## src/rtl/pipe_pkg.sv

```systemverilog
// pipe_pkg: shared encodings, FSM states and destination-record type for the pipeline hazard logic
package pipe_pkg;

  localparam int REC_W = 3;

  localparam logic [1:0] FWD_REG = 2'b00;
  localparam logic [1:0] FWD_EXE = 2'b01;
  localparam logic [1:0] FWD_MEM = 2'b10;
  localparam logic [1:0] FWD_WB  = 2'b11;

  typedef enum logic [1:0] {
    RUN      = 2'd0,
    LU_STALL = 2'd1,
    MEM_WAIT = 2'd2
  } hcu_state_t;

  typedef struct packed {
    logic             valid;
    logic [REC_W-1:0] rd;
    logic             reg_write;
    logic             mem_read;
    logic             mem_op;
  } dest_rec_t;

  function automatic logic rec_match(dest_rec_t rec, logic [REC_W-1:0] src);
    return rec.valid & rec.reg_write & (rec.rd == src) & (|src);
  endfunction

endpackage

```

## src/rtl/hazard_control_unit_if.sv

```systemverilog
// hazard_control_unit_if: ID-stage decode info in, forwarding and pipeline controls out
interface hazard_control_unit_if #(parameter int REG_W = 3);
  logic [REG_W-1:0] Ra_ID;
  logic [REG_W-1:0] Rb_ID;
  logic             useA_ID;
  logic             useB_ID;
  logic [REG_W-1:0] Rd_ID;
  logic             regWrite_ID;
  logic             memRead_ID;
  logic             memOp_ID;
  logic             branchTaken_ID;
  logic             mem_ready;
  logic [1:0]       ForwardA;
  logic [1:0]       ForwardB;
  logic             stall;
  logic             bubble;
  logic             freeze;
  logic             flush_IF;
  logic             WrEnable_WB;
  modport master (
    output Ra_ID, Rb_ID, useA_ID, useB_ID, Rd_ID, regWrite_ID, memRead_ID, memOp_ID,
           branchTaken_ID, mem_ready,
    input  ForwardA, ForwardB, stall, bubble, freeze, flush_IF, WrEnable_WB
  );
  modport slave (
    input  Ra_ID, Rb_ID, useA_ID, useB_ID, Rd_ID, regWrite_ID, memRead_ID, memOp_ID,
           branchTaken_ID, mem_ready,
    output ForwardA, ForwardB, stall, bubble, freeze, flush_IF, WrEnable_WB
  );
endinterface

```

## src/rtl/dest_match.sv

```systemverilog
// dest_match: compares one ID source against the EX/MEM/WB records and picks the youngest forward
module dest_match
  import pipe_pkg::*;
(
  input  dest_rec_t        i_ex,
  input  dest_rec_t        i_mem,
  input  dest_rec_t        i_wb,
  input  logic [REC_W-1:0] i_src,
  input  logic             i_use,
  output logic [1:0]       o_fwd,
  output logic             o_lu
);
  logic w_ex_hit;
  logic w_mem_hit;
  logic w_wb_hit;
  logic w_unused;
  assign w_unused = ^{i_ex.mem_op, i_mem.mem_read, i_mem.mem_op, i_wb.mem_read, i_wb.mem_op};
  // youngest matching writer wins; a load still in EX cannot supply data yet
  always_comb begin
    w_ex_hit  = i_use & rec_match(i_ex, i_src);
    w_mem_hit = i_use & rec_match(i_mem, i_src);
    w_wb_hit  = i_use & rec_match(i_wb, i_src);
    o_lu      = w_ex_hit & i_ex.mem_read;
    o_fwd     = (w_ex_hit & ~i_ex.mem_read) ? FWD_EXE :
                w_mem_hit                   ? FWD_MEM :
                w_wb_hit                    ? FWD_WB  : FWD_REG;
  end
endmodule

```

## src/rtl/hazard_control_unit.sv

```systemverilog
// hazard_control_unit: shadows EX/MEM/WB destinations, drives forwarding and stall/bubble/freeze/flush
module hazard_control_unit
  import pipe_pkg::*;
#(
  parameter int REG_W = 3
) (
  input logic                 clk,
  input logic                 rst_n,
  hazard_control_unit_if.slave bus
);
  if (REG_W != REC_W) begin : g_width_check
    $error("REG_W must equal pipe_pkg::REC_W");
  end
  dest_rec_t  r_ex;
  dest_rec_t  r_mem;
  dest_rec_t  r_wb;
  dest_rec_t  w_id;
  hcu_state_t r_state;
  hcu_state_t w_next;
  logic       w_lu_a;
  logic       w_lu_b;
  logic       w_hazard;
  logic       w_mem_wait;
  logic       w_bubble;
  assign w_id = '{valid: 1'b1, rd: bus.Rd_ID, reg_write: bus.regWrite_ID,
                  mem_read: bus.memRead_ID, mem_op: bus.memOp_ID};
  dest_match u_match_a (
    .i_ex(r_ex), .i_mem(r_mem), .i_wb(r_wb),
    .i_src(bus.Ra_ID), .i_use(bus.useA_ID),
    .o_fwd(bus.ForwardA), .o_lu(w_lu_a)
  );
  dest_match u_match_b (
    .i_ex(r_ex), .i_mem(r_mem), .i_wb(r_wb),
    .i_src(bus.Rb_ID), .i_use(bus.useB_ID),
    .o_fwd(bus.ForwardB), .o_lu(w_lu_b)
  );
  // memory wait freezes the back end and outranks a load-use bubble; one bubble covers both sources
  always_comb begin
    w_mem_wait = r_mem.valid & r_mem.mem_op & ~bus.mem_ready;
    w_hazard   = (w_lu_a | w_lu_b) & (r_state != LU_STALL);
    w_bubble   = w_hazard & ~w_mem_wait;
    w_next     = w_mem_wait ? MEM_WAIT : w_bubble ? LU_STALL : RUN;
  end
  assign bus.stall       = w_mem_wait | w_hazard;
  assign bus.bubble      = w_bubble;
  assign bus.freeze      = w_mem_wait;
  assign bus.flush_IF    = bus.branchTaken_ID & ~bus.stall & ~w_mem_wait;
  assign bus.WrEnable_WB = r_wb.valid & r_wb.reg_write & ~w_mem_wait;
  // sequencer state
  always_ff @(posedge clk or negedge rst_n) begin
    if (!rst_n) r_state <= RUN;
    else        r_state <= w_next;
  end
  // destination records shift forward unless frozen; a bubble enters EX as an invalid record
  always_ff @(posedge clk or negedge rst_n) begin
    if (!rst_n) begin
      r_ex  <= '0;
      r_mem <= '0;
      r_wb  <= '0;
    end else if (!w_mem_wait) begin
      r_wb  <= r_mem;
      r_mem <= r_ex;
      r_ex  <= w_bubble ? '0 : w_id;
    end
  end
endmodule

```

## src/flat_wrapper.sv

```systemverilog
// flat-port wrapper written by rule: the top's interface ports become plain ports
module hazard_control_unit_flat import pipe_pkg::*;
#(
  parameter int REG_W = 3
)
  (clk, rst_n, bus_Ra_ID, bus_Rb_ID, bus_useA_ID, bus_useB_ID, bus_Rd_ID, bus_regWrite_ID, bus_memRead_ID, bus_memOp_ID, bus_branchTaken_ID, bus_mem_ready, bus_ForwardA, bus_ForwardB, bus_stall, bus_bubble, bus_freeze, bus_flush_IF, bus_WrEnable_WB);
  hazard_control_unit_if #(.REG_W(REG_W)) bus_i ();
  input logic clk;
  input logic rst_n;
  input wire logic [$bits(bus_i.Ra_ID)-1:0] bus_Ra_ID;
  input wire logic [$bits(bus_i.Rb_ID)-1:0] bus_Rb_ID;
  input wire logic [$bits(bus_i.useA_ID)-1:0] bus_useA_ID;
  input wire logic [$bits(bus_i.useB_ID)-1:0] bus_useB_ID;
  input wire logic [$bits(bus_i.Rd_ID)-1:0] bus_Rd_ID;
  input wire logic [$bits(bus_i.regWrite_ID)-1:0] bus_regWrite_ID;
  input wire logic [$bits(bus_i.memRead_ID)-1:0] bus_memRead_ID;
  input wire logic [$bits(bus_i.memOp_ID)-1:0] bus_memOp_ID;
  input wire logic [$bits(bus_i.branchTaken_ID)-1:0] bus_branchTaken_ID;
  input wire logic [$bits(bus_i.mem_ready)-1:0] bus_mem_ready;
  output wire logic [$bits(bus_i.ForwardA)-1:0] bus_ForwardA;
  output wire logic [$bits(bus_i.ForwardB)-1:0] bus_ForwardB;
  output wire logic [$bits(bus_i.stall)-1:0] bus_stall;
  output wire logic [$bits(bus_i.bubble)-1:0] bus_bubble;
  output wire logic [$bits(bus_i.freeze)-1:0] bus_freeze;
  output wire logic [$bits(bus_i.flush_IF)-1:0] bus_flush_IF;
  output wire logic [$bits(bus_i.WrEnable_WB)-1:0] bus_WrEnable_WB;
  assign bus_i.Ra_ID = bus_Ra_ID;
  assign bus_i.Rb_ID = bus_Rb_ID;
  assign bus_i.useA_ID = bus_useA_ID;
  assign bus_i.useB_ID = bus_useB_ID;
  assign bus_i.Rd_ID = bus_Rd_ID;
  assign bus_i.regWrite_ID = bus_regWrite_ID;
  assign bus_i.memRead_ID = bus_memRead_ID;
  assign bus_i.memOp_ID = bus_memOp_ID;
  assign bus_i.branchTaken_ID = bus_branchTaken_ID;
  assign bus_i.mem_ready = bus_mem_ready;
  assign bus_ForwardA = bus_i.ForwardA;
  assign bus_ForwardB = bus_i.ForwardB;
  assign bus_stall = bus_i.stall;
  assign bus_bubble = bus_i.bubble;
  assign bus_freeze = bus_i.freeze;
  assign bus_flush_IF = bus_i.flush_IF;
  assign bus_WrEnable_WB = bus_i.WrEnable_WB;
  hazard_control_unit #(.REG_W(REG_W)) u_core (.clk(clk), .rst_n(rst_n), .bus(bus_i));
endmodule
```

## config.mk

```make
export PLATFORM = sky130hd
export DESIGN_NAME = hazard_control_unit_flat
export DESIGN_NICKNAME = d
export VERILOG_FILES = /design/src/rtl/pipe_pkg.sv /design/src/rtl/hazard_control_unit_if.sv /design/src/rtl/dest_match.sv /design/src/rtl/hazard_control_unit.sv /design/src/flat_wrapper.sv
export SDC_FILE = /design/constraint.sdc
export NUM_CORES = 1
export LEC_CHECK = 0
export ABC_AREA = 1
export BUFFER_PORTS_ARGS = -buffer_cell sky130_fd_sc_hd__buf_2
export CORE_MARGIN = 5
export CORE_UTILIZATION = 45
export CTS_BUF_LIST = sky130_fd_sc_hd__clkbuf_16
export DETAILED_ROUTE_END_ITERATION = 10
export GPL_TIMING_DRIVEN = 1
export MAX_ROUTING_LAYER = met4
export PLACE_DENSITY_LB_ADDON = 0.08
export SYNTH_ARGS = -nofsm -noshare
export SYNTH_HDL_FRONTEND = slang
export SYNTH_SLANG_ARGS = --single-unit
```

## constraint.sdc

```tcl
create_clock -name clk -period 1.7 [get_ports clk]
set_input_delay 0.425 -clock clk [delete_from_list [all_inputs] [get_ports clk]]
set_output_delay 0.425 -clock clk [all_outputs]
set_load 0.1 [all_outputs]
```

Word level (Yosys, flattened, before mapping)
Index checks and enable logic that the tools add are counted.
- flip-flop bits (word level): 20
- input bits: 18
- output and inout port bits: 9
- logic and storage cells: 69
- multiplexer cells: 9
- reduce and logical (&&, ||, !) cells: 2
- bitwise operators: 38
- equal/unequal tests: 7
- operator list (operator ; count):
    $and 1x1->1 ; 32
    $eq 3x3->1 ; 6
    $mux 2 ; 7
    $mux 7 ; 1
    $reduce_or 3->1 ; 2
    $not 1->1 ; 4
    $ne 2x1->1 const B ; 1
    $or 1x1->1 ; 2
    $mux 1 ; 1

Depth between registers and ports, before layout
Gate-level depths: netlist of run 1.
- depth after elaboration: 11
- mapped depth: 9
- mapped depth without buffers: 9

By module
A second synthesis of run 1 with hierarchy kept.
- cell total of the unflattened synthesis: 207
- area, all modules: 1408.9 µm²
- by module, submodules not included (module ; cells each ; seq. area each (µm²) ; area each (µm²) ; instances):
    hazard_control_unit ; 99 ; 575.6 ; 915.9 ; 1
    dest_match ; 54 ; 0.0 ; 246.5 ; 2

Worst setup path after synthesis of run 1
Ideal clock, no wire load.
- path type: input port to output port
- from: in bus_Ra_ID[2]
- to: out bus_flush_IF
- data required time: 1.275 ns
- path buffers: 0
- arrival time: 2.437 ns
- slack: -1.162 ns
- cell stages on the path: 7
- cell sequence: o21bai_1 nand2_1 nand3_1 nand2_2 nand2_4 nand2_4 nor2_1
- cells in the longest elaborated chain, start to end: 11
- elaborated cells on any way between the ends: 12
- classes of those cells: 1 x eq/ne; 10 x bitwise; 1 x reduce/logical
- RTL lines (element ; line ; RTL):
    start, declared ; flat_wrapper.sv:10 ; input wire logic [$bits(bus_i.Ra_ID)-1:0] bus_Ra_ID;
    $eq 3x3->1 ; pipe_pkg.sv:26 ; return rec.valid & rec.reg_write & (rec.rd == src) & (|src);
    $and 1x1->1 ; pipe_pkg.sv:26 ;
    $and 1x1->1 * ; pipe_pkg.sv:26 ;
    $and 1x1->1 * ; dest_match.sv:20 ; w_ex_hit = i_use & rec_match(i_ex, i_src);
    $and 1x1->1 * ; dest_match.sv:23 ; o_lu = w_ex_hit & i_ex.mem_read;
    $or 1x1->1 * ; hazard_control_unit.sv:40 ; w_hazard = (w_lu_a | w_lu_b) & (r_state != LU_STALL);
    $and 1x1->1 * ; hazard_control_unit.sv:40 ;
    $or 1x1->1 * ; hazard_control_unit.sv:44 ; assign bus.stall = w_mem_wait | w_hazard;
    via bus_stall ; flat_wrapper.sv:22 ; output wire logic [$bits(bus_i.stall)-1:0] bus_stall;
    $not 1->1 * ; hazard_control_unit.sv:47 ; assign bus.flush_IF = bus.branchTaken_ID & ~bus.stall & ~w_mem_wait;
    $and 1x1->1 * (2 in a row) ; hazard_control_unit.sv:47 ;
    end, declared ; flat_wrapper.sv:25 ; output wire logic [$bits(bus_i.flush_IF)-1:0] bus_flush_IF;
Mark *: on every way through the listed nets, which the timed path passes. The rest lies on a longest branch.

Worst setup path after layout of run 1
- from: in bus_Ra_ID[2]
- to: out bus_flush_IF
- cells in the longest elaborated chain, start to end: 11
- elaborated cells on any way between the ends: 12
- classes of those cells: 1 x eq/ne; 10 x bitwise; 1 x reduce/logical
- RTL lines (element ; line):
    $eq 3x3->1 ; pipe_pkg.sv:26
    $and 1x1->1 ; pipe_pkg.sv:26
    $and 1x1->1 * ; pipe_pkg.sv:26
    $and 1x1->1 * ; dest_match.sv:20
    $and 1x1->1 * ; dest_match.sv:23
    $or 1x1->1 * ; hazard_control_unit.sv:40
    $and 1x1->1 * ; hazard_control_unit.sv:40
    $or 1x1->1 * ; hazard_control_unit.sv:44
    $not 1->1 * ; hazard_control_unit.sv:47
    $and 1x1->1 * (2 in a row) ; hazard_control_unit.sv:47
Every way passes the cells marked *; elsewhere a longest branch is shown, timed or not.

==> results.toml, run 1 <==
[timing]
tightest_slew_ns = 0.452
final-setup-viol-count = 7
finalHoldViolations = 0
relSlewSlack_pct = 69.9
timing.final.crit_period_ns = 1.99
finalCritPeriodShare_pct = 117
max_freq_mhz = 503
rsz0062_at_grt = "true"
setup_ws_ns = -0.288
slew_viol_final = 0
finClkSkew_ns = 0.00303

[status]
failed_checks = "negative setup slack"
outcome = "finished, violations left"

[die]
start_util_pct = 47.0
io-pin-count = 27
rows = 18
die_h_um = 61.1
core-area_mm2 = 0.00250
dieArea_mm2 = 0.00374
die_w_um = 61.1

[min_path]
holdCritPathClass = "in -> async"

[global_routing]
antenna_found_initial = 0
grt_pass1_vias = 1183
grt_pass1_wl_um = 5200
grt_max_degree = 21
grt_use_total_pct = 19.8
grt_overflow = 0

[synth]
netlist_area_mm2 = 0.00118
syn-num-nets = 187
synthCells = 169
synth.yosys.seq_area_share_pct = 42.6
syn_area_per_cell_um2 = 6.96
yosysUniqueCellTypes = 21
ys_ff_latch = 20
synth_warnings = 0

[routing]
ant_nets = 0
dr.pass1.iters = 4
viasPerCell = 5.00
drc = 0
vias = 1244
avgRoutedWirePerCell_um = 12.9
wl_um = 3210
drt_iter0_drc = 68

[pwr]
switchingPower_uw = 1210
peakVddDrop_mv = 1.46
p_comb_share_pct = 52.9
p_sw_share_pct = 43.8
p_clk_share_pct = 17.8
power_leakage_uw = 0.000944
seq_power_share_pct = 29.3
pwr_density_cell_mw_per_mm2 = 1510
p_total_uw = 2770
p_int_uw = 1560

[setup_path]
crit_arrival_ns = 1.56
required_ns = 1.27
regToRegSetupSlack_ns = 0.08
crit_fanout = 5
rr_worst_depth = 12
startpoint_type = "input pin"
end_kind = "primary output"
r2r-end = "u_core.r_ex[2]"
path_class = "in -> out"
r2r_start = "u_core.r_ex[5]"

[clocking]
cts_sinks = 20
cts_tree = "done"
cts.htree.levels = 1
numCtsBuffers = 3
root_buffer = "clkbuf_16"
postCtsHoldBufs = 0
clk-insertion-delay-late_ns = 0.25
clockBufferDepth = 2
clkTransAtPathRegs_ns = 0.06

[place]
dpl.hpwl_um = 2360
pre_cts_ws_ns = -0.236
io_buffer_count = 26
dp_cells = 239
place.gp.congestion = 0.917

[cells_and_area]
drive_gt1_share_pct = 43.4
final_cell_mix = "nand2_1, buf_4, dfrtp_1"
final_cells = 249
area.growth.synth_to_final_pct = 55.9
mostFrequentLayoutCell = "nand2_1"
diodes = 0
nets = 238

[flow_run]
drv_cap = 0
-- sequential cells by signal, indices dropped and copies added (netlist names) --
signal          cells
u_core.r_ex         7
u_core.r_state      2
u_core.r_wb         5
u_core.r_mem        6
-- routing by layer --
metal / share of wire, % / GRT usage [%]
met1: 40 / 22.9
met2: 50 / 32.2
met3: 6.4 / 3.77
met4: 3.4 / 10.8
met5: 0 / -
-- Yosys cell counts --
cell | instances | area [um2]
nand3_2 | 1 | 10.0
o211ai_1 | 1 | 7.51
nand3b_1 | 1 | 7.51
buf_4 | 1 | 7.51
nand4_1 | 2 | 12.5
nand2_4 | 2 | 22.5
nor2_1 | 15 | 56.3
inv_1 | 19 | 71.3
o22ai_1 | 2 | 12.5
o21bai_1 | 1 | 7.51
buf_2 | 2 | 10.0
nand3_1 | 16 | 80.1
dfrtp_1 | 20 | 500
or2_2 | 1 | 6.26
nand2_1 | 63 | 236
inv_2 | 3 | 11.3
a21oi_1 | 5 | 25.0
nand2_2 | 2 | 12.5
o21ai_0 | 7 | 35.0
o21ai_2 | 1 | 8.76
xnor2_1 | 4 | 35.0
-- power groups by stage --
stage	logic, uW	clock network [uW]	registers [uW]
after floorplan	902	0	760
after global placement	1320	0	791
after detailed placement	1350	0	794
after CTS	1410	496	793
after global routing	1590	532	832
final	1460	492	811
-- layout make-up --
class / count / area, um2
multi-input cells: 124 / 674
fillers: 202 / 667
flip-flops and latches: 20 / 502
repair buffers: 49 / 445
inverters: 22 / 95.1
clock buffers: 3 / 75.1
well taps: 30 / 37.5
clock inverters: 1 / 3.75
-- kinds of logic after synthesis --
kind of cell,after synthesis,share of synthesized area [%]
compound gates,17,8.19
xor+xnor,4,2.98
buf+inv,25,8.51
flops,20,42.6
simple gates,103,37.8
-- per-stage QoR --
step / hold WS, ns / utilization (%) / setup TNS, ns / area, um2
global route: 0.156 / 73.3 / -2.34 / 1830
finish: 0.111 / 73.3 / -1.65 / 1830
CTS: 0.125 / 71.0 / -1.60 / 1780
global placement: 0.391 / 65.7 / -0.895 / 1640
floorplan: 0.129 / - / -0.549 / 1240
detailed placement: 0.396 / 65.7 / -1.15 / 1640
-- repair_timing --
item	CTS	global route
pin swaps	13	6
endpoints found under the setup margin	8	8
setup buffers	4	2
gates resized for setup	14	12
-- worst max-delay path by stage --
stage / from / to / slack, ns / cells after the start
after floorplan: bus_Ra_ID[2] / bus_flush_IF / -0.35 / 7
after global placement: bus_Ra_ID[2] / bus_flush_IF / -0.21 / 9
after detailed placement: bus_Ra_ID[2] / bus_flush_IF / -0.24 / 9
after CTS: u_core.r_ex[5] / bus_bubble / -0.27 / 9
after global routing: u_core.r_wb[4] / bus_ForwardB[1] / -0.37 / 7
final: bus_Ra_ID[2] / bus_flush_IF / -0.29 / 9
-- critical path, cell delays in order --
cell	delay [ns]
buf_2	0.14
o21bai_1	0.23
nand2_1	0.11
nand3_1	0.12
nand2_2	0.08
nand2_4	0.11
nand2_8	0.07
nor2_4	0.10
buf_12	0.18
Power figures use the tool's default switching activity.
==> inputs of run 2 (changes only) <==
--- a/config.mk
+++ b/config.mk
@@ -6,11 +6,11 @@
 export NUM_CORES = 1
 export LEC_CHECK = 0
 export ABC_AREA = 1
-export BUFFER_PORTS_ARGS = -buffer_cell sky130_fd_sc_hd__buf_2
 export CORE_MARGIN = 5
 export CORE_UTILIZATION = 45
 export CTS_BUF_LIST = sky130_fd_sc_hd__clkbuf_16
 export DETAILED_ROUTE_END_ITERATION = 10
+export DONT_BUFFER_PORTS = 1
 export GPL_TIMING_DRIVEN = 1
 export MAX_ROUTING_LAYER = met4
 export PLACE_DENSITY_LB_ADDON = 0.08
==> run 2 against run 1 <==
  * The flow still finishes with violations (negative setup slack)
  * Global-route usage up 0.11 points
  * Worst hold slack improved by 0.19 ns
  * Combinational power barely moved
  * Clock skew fell by 0.00081 ns
  * Critical path depth down 1
  * Non-clock buffer count down 17
==> results.toml, run 2 (synthesized netlist as in run 1, its figures left out) <==
[status]
outcome = "finished, violations left"
failed_checks = "negative setup slack"

[timing]
final-setup-viol-count = 8
finClkSkew_ns = 0.00221
finalCritPeriodShare_pct = 118
rsz0062_at_grt = "true"
setup_ws_ns = -0.313
max_freq_mhz = 497
slew_viol_final = 0
relSlewSlack_pct = 40.4
tightest_slew_ns = 0.891
finalHoldViolations = 0
timing.final.crit_period_ns = 2.01
setup_tns_ns = -1.81

[setup_path]
regToRegSetupSlack_ns = 0.10
crit_arrival_ns = 1.59
path_class = "reg -> out"
r2r-end = "u_core.r_ex[5]"
crit_fanout = 4
required_ns = 1.27
end_kind = "primary output"
r2r_start = "u_core.r_ex[3]"
startpoint_type = "flip-flop"
rr_worst_depth = 11

[pwr]
switchingPower_uw = 1210
seq_power_share_pct = 29.5
p_int_uw = 1570
p_comb_share_pct = 53.2
p_total_uw = 2780
pwr_density_cell_mw_per_mm2 = 1590
peakVddDrop_mv = 1.10
power_leakage_uw = 0.000869
p_clk_share_pct = 17.3
p_sw_share_pct = 43.5

[global_routing]
grt_overflow = 0
antenna_found_initial = 0
grt_pass1_wl_um = 5260
grt_max_degree = 21
grt_use_total_pct = 19.9
grt_pass1_vias = 1180

[cells_and_area]
mostFrequentLayoutCell = "nand2_1"
largest_register = "u_core.r_ex"
final-seq-area_um2 = 502
largest_register_ffs = 7
final_cell_mix = "nand2_1, buf_4, dfrtp_1"
top_regs = "u_core.r_ex: 7 flops, u_core.r_mem: 6 flops, u_core.r_wb: 5 flops"
nets = 221
diodes = 0
drive_gt1_share_pct = 37.1
area.growth.synth_to_final_pct = 48.8
fillers = 203
multiInputGateArea_um2 = 676

[routing]
vias = 1210
wl_um = 3190
viasPerCell = 5.22
drc = 0
avgRoutedWirePerCell_um = 13.8
ant_nets = 0
drt_iter0_drc = 44
dr.pass1.iters = 6

[die]
core-area_mm2 = 0.00250
dieArea_mm2 = 0.00374
io-pin-count = 27
rows = 18
die_h_um = 61.1
die_w_um = 61.1
start_util_pct = 47.0

[min_path]
holdCritPathClass = "in -> reg"
hp-start = "bus_memRead_ID"
min_to = "u_core.r_ex[1]"
hold_depth = 2

[clocking]
cts_sinks = 20
clk-insertion-delay-late_ns = 0.25
cts.htree.levels = 1
root_buffer = "clkbuf_16"
cts_tree = "done"
clockBufferDepth = 2
clkTransAtPathRegs_ns = 0.05
numCtsBuffers = 3

[place]
dpl.hpwl_um = 2430
place.gp.congestion = 0.907
io_buffer_count = 0

[flow_run]
drv_cap = 0
-- run 2: cell types whose count changed in the layout (fill, tap and decap cells not counted), sizes merged --
cell         change
buf             -18
dlygate4sd3      +1
-- run 2: worst max-delay path, stage by stage (launching register included) --
cell,delay (ns)
dfrtp_1,0.39
inv_2,0.09
nor2_1,0.06
nor2_2,0.15
nand3_2,0.11
nand2_2,0.09
nand2_4,0.09
nor2_4,0.16
buf_12,0.18
-- run 2: metal layers --
layer | up-vias | part of all wire, % | global-route usage (%)
met1 | 568 | 39 | 23.7
li1 | 594 | - | -
met3 | 9 | 6.9 | 3.77
met4 | 0 | 2.6 | 8.36
met2 | 39 | 51 | 32.9
met5 | - | 0 | -
-- run 2: power by group through the flow --
| stage | Clock (uW) | Combinational, uW | Sequential, uW |
|---|---|---|---|
| after floorplan | 0 | 902 | 760 |
| after global placement | 0 | 1290 | 787 |
| after CTS | 496 | 1390 | 800 |
| final | 482 | 1480 | 821 |
| after detailed placement | 0 | 1310 | 797 |
| after global routing | 522 | 1610 | 838 |
-- run 2: area by class of cell --
cell class,count,share of cell area (%)
multi-input combinational,124,38.6
timing repair buffer,32,20.5
clock inverter,1,0.214
inverter,22,5.58
tap,30,2.14
sequential,20,28.7
clock buffer,3,4.29
-- run 2: worst max-delay path by stage --
| stage | from | endpoint | cells after the start | slack, ns |
|---|---|---|---|---|
| global route | u_core.r_ex[5] | bus_ForwardB[1] | 9 | -0.42 |
| floorplan | bus_Ra_ID[2] | bus_flush_IF | 7 | -0.35 |
| CTS | u_core.r_ex[5] | bus_ForwardB[1] | 9 | -0.33 |
| detailed placement | u_core.r_ex[4] | bus_stall | 9 | -0.09 |
| finish | u_core.r_ex[3] | bus_bubble | 8 | -0.31 |
| global placement | u_core.r_ex[3] | bus_stall | 8 | -0.05 |
-- run 2: through the flow --
stage	setup WS, ns	instance area [um2]	util (%)	hold WS, ns	cells
detailed placement	-0.0921	1540	61.5	0.130	221
global route	-0.421	1750	70.0	0.314	232
CTS	-0.327	1680	67.1	0.294	228
finish	-0.313	1750	70.0	0.297	232
global placement	-0.0534	1540	61.5	0.130	221
floorplan	-0.354	1240	-	0.129	169
-- run 2: what timing repair did --
item                       CTS  global route
hold endpoints to repair    20             0
pin swaps                    5            10
hold buffers                 1             0
resized for setup           10            18
gates cloned                 0             0
setup buffers                2             4
setup endpoints to repair    9             9
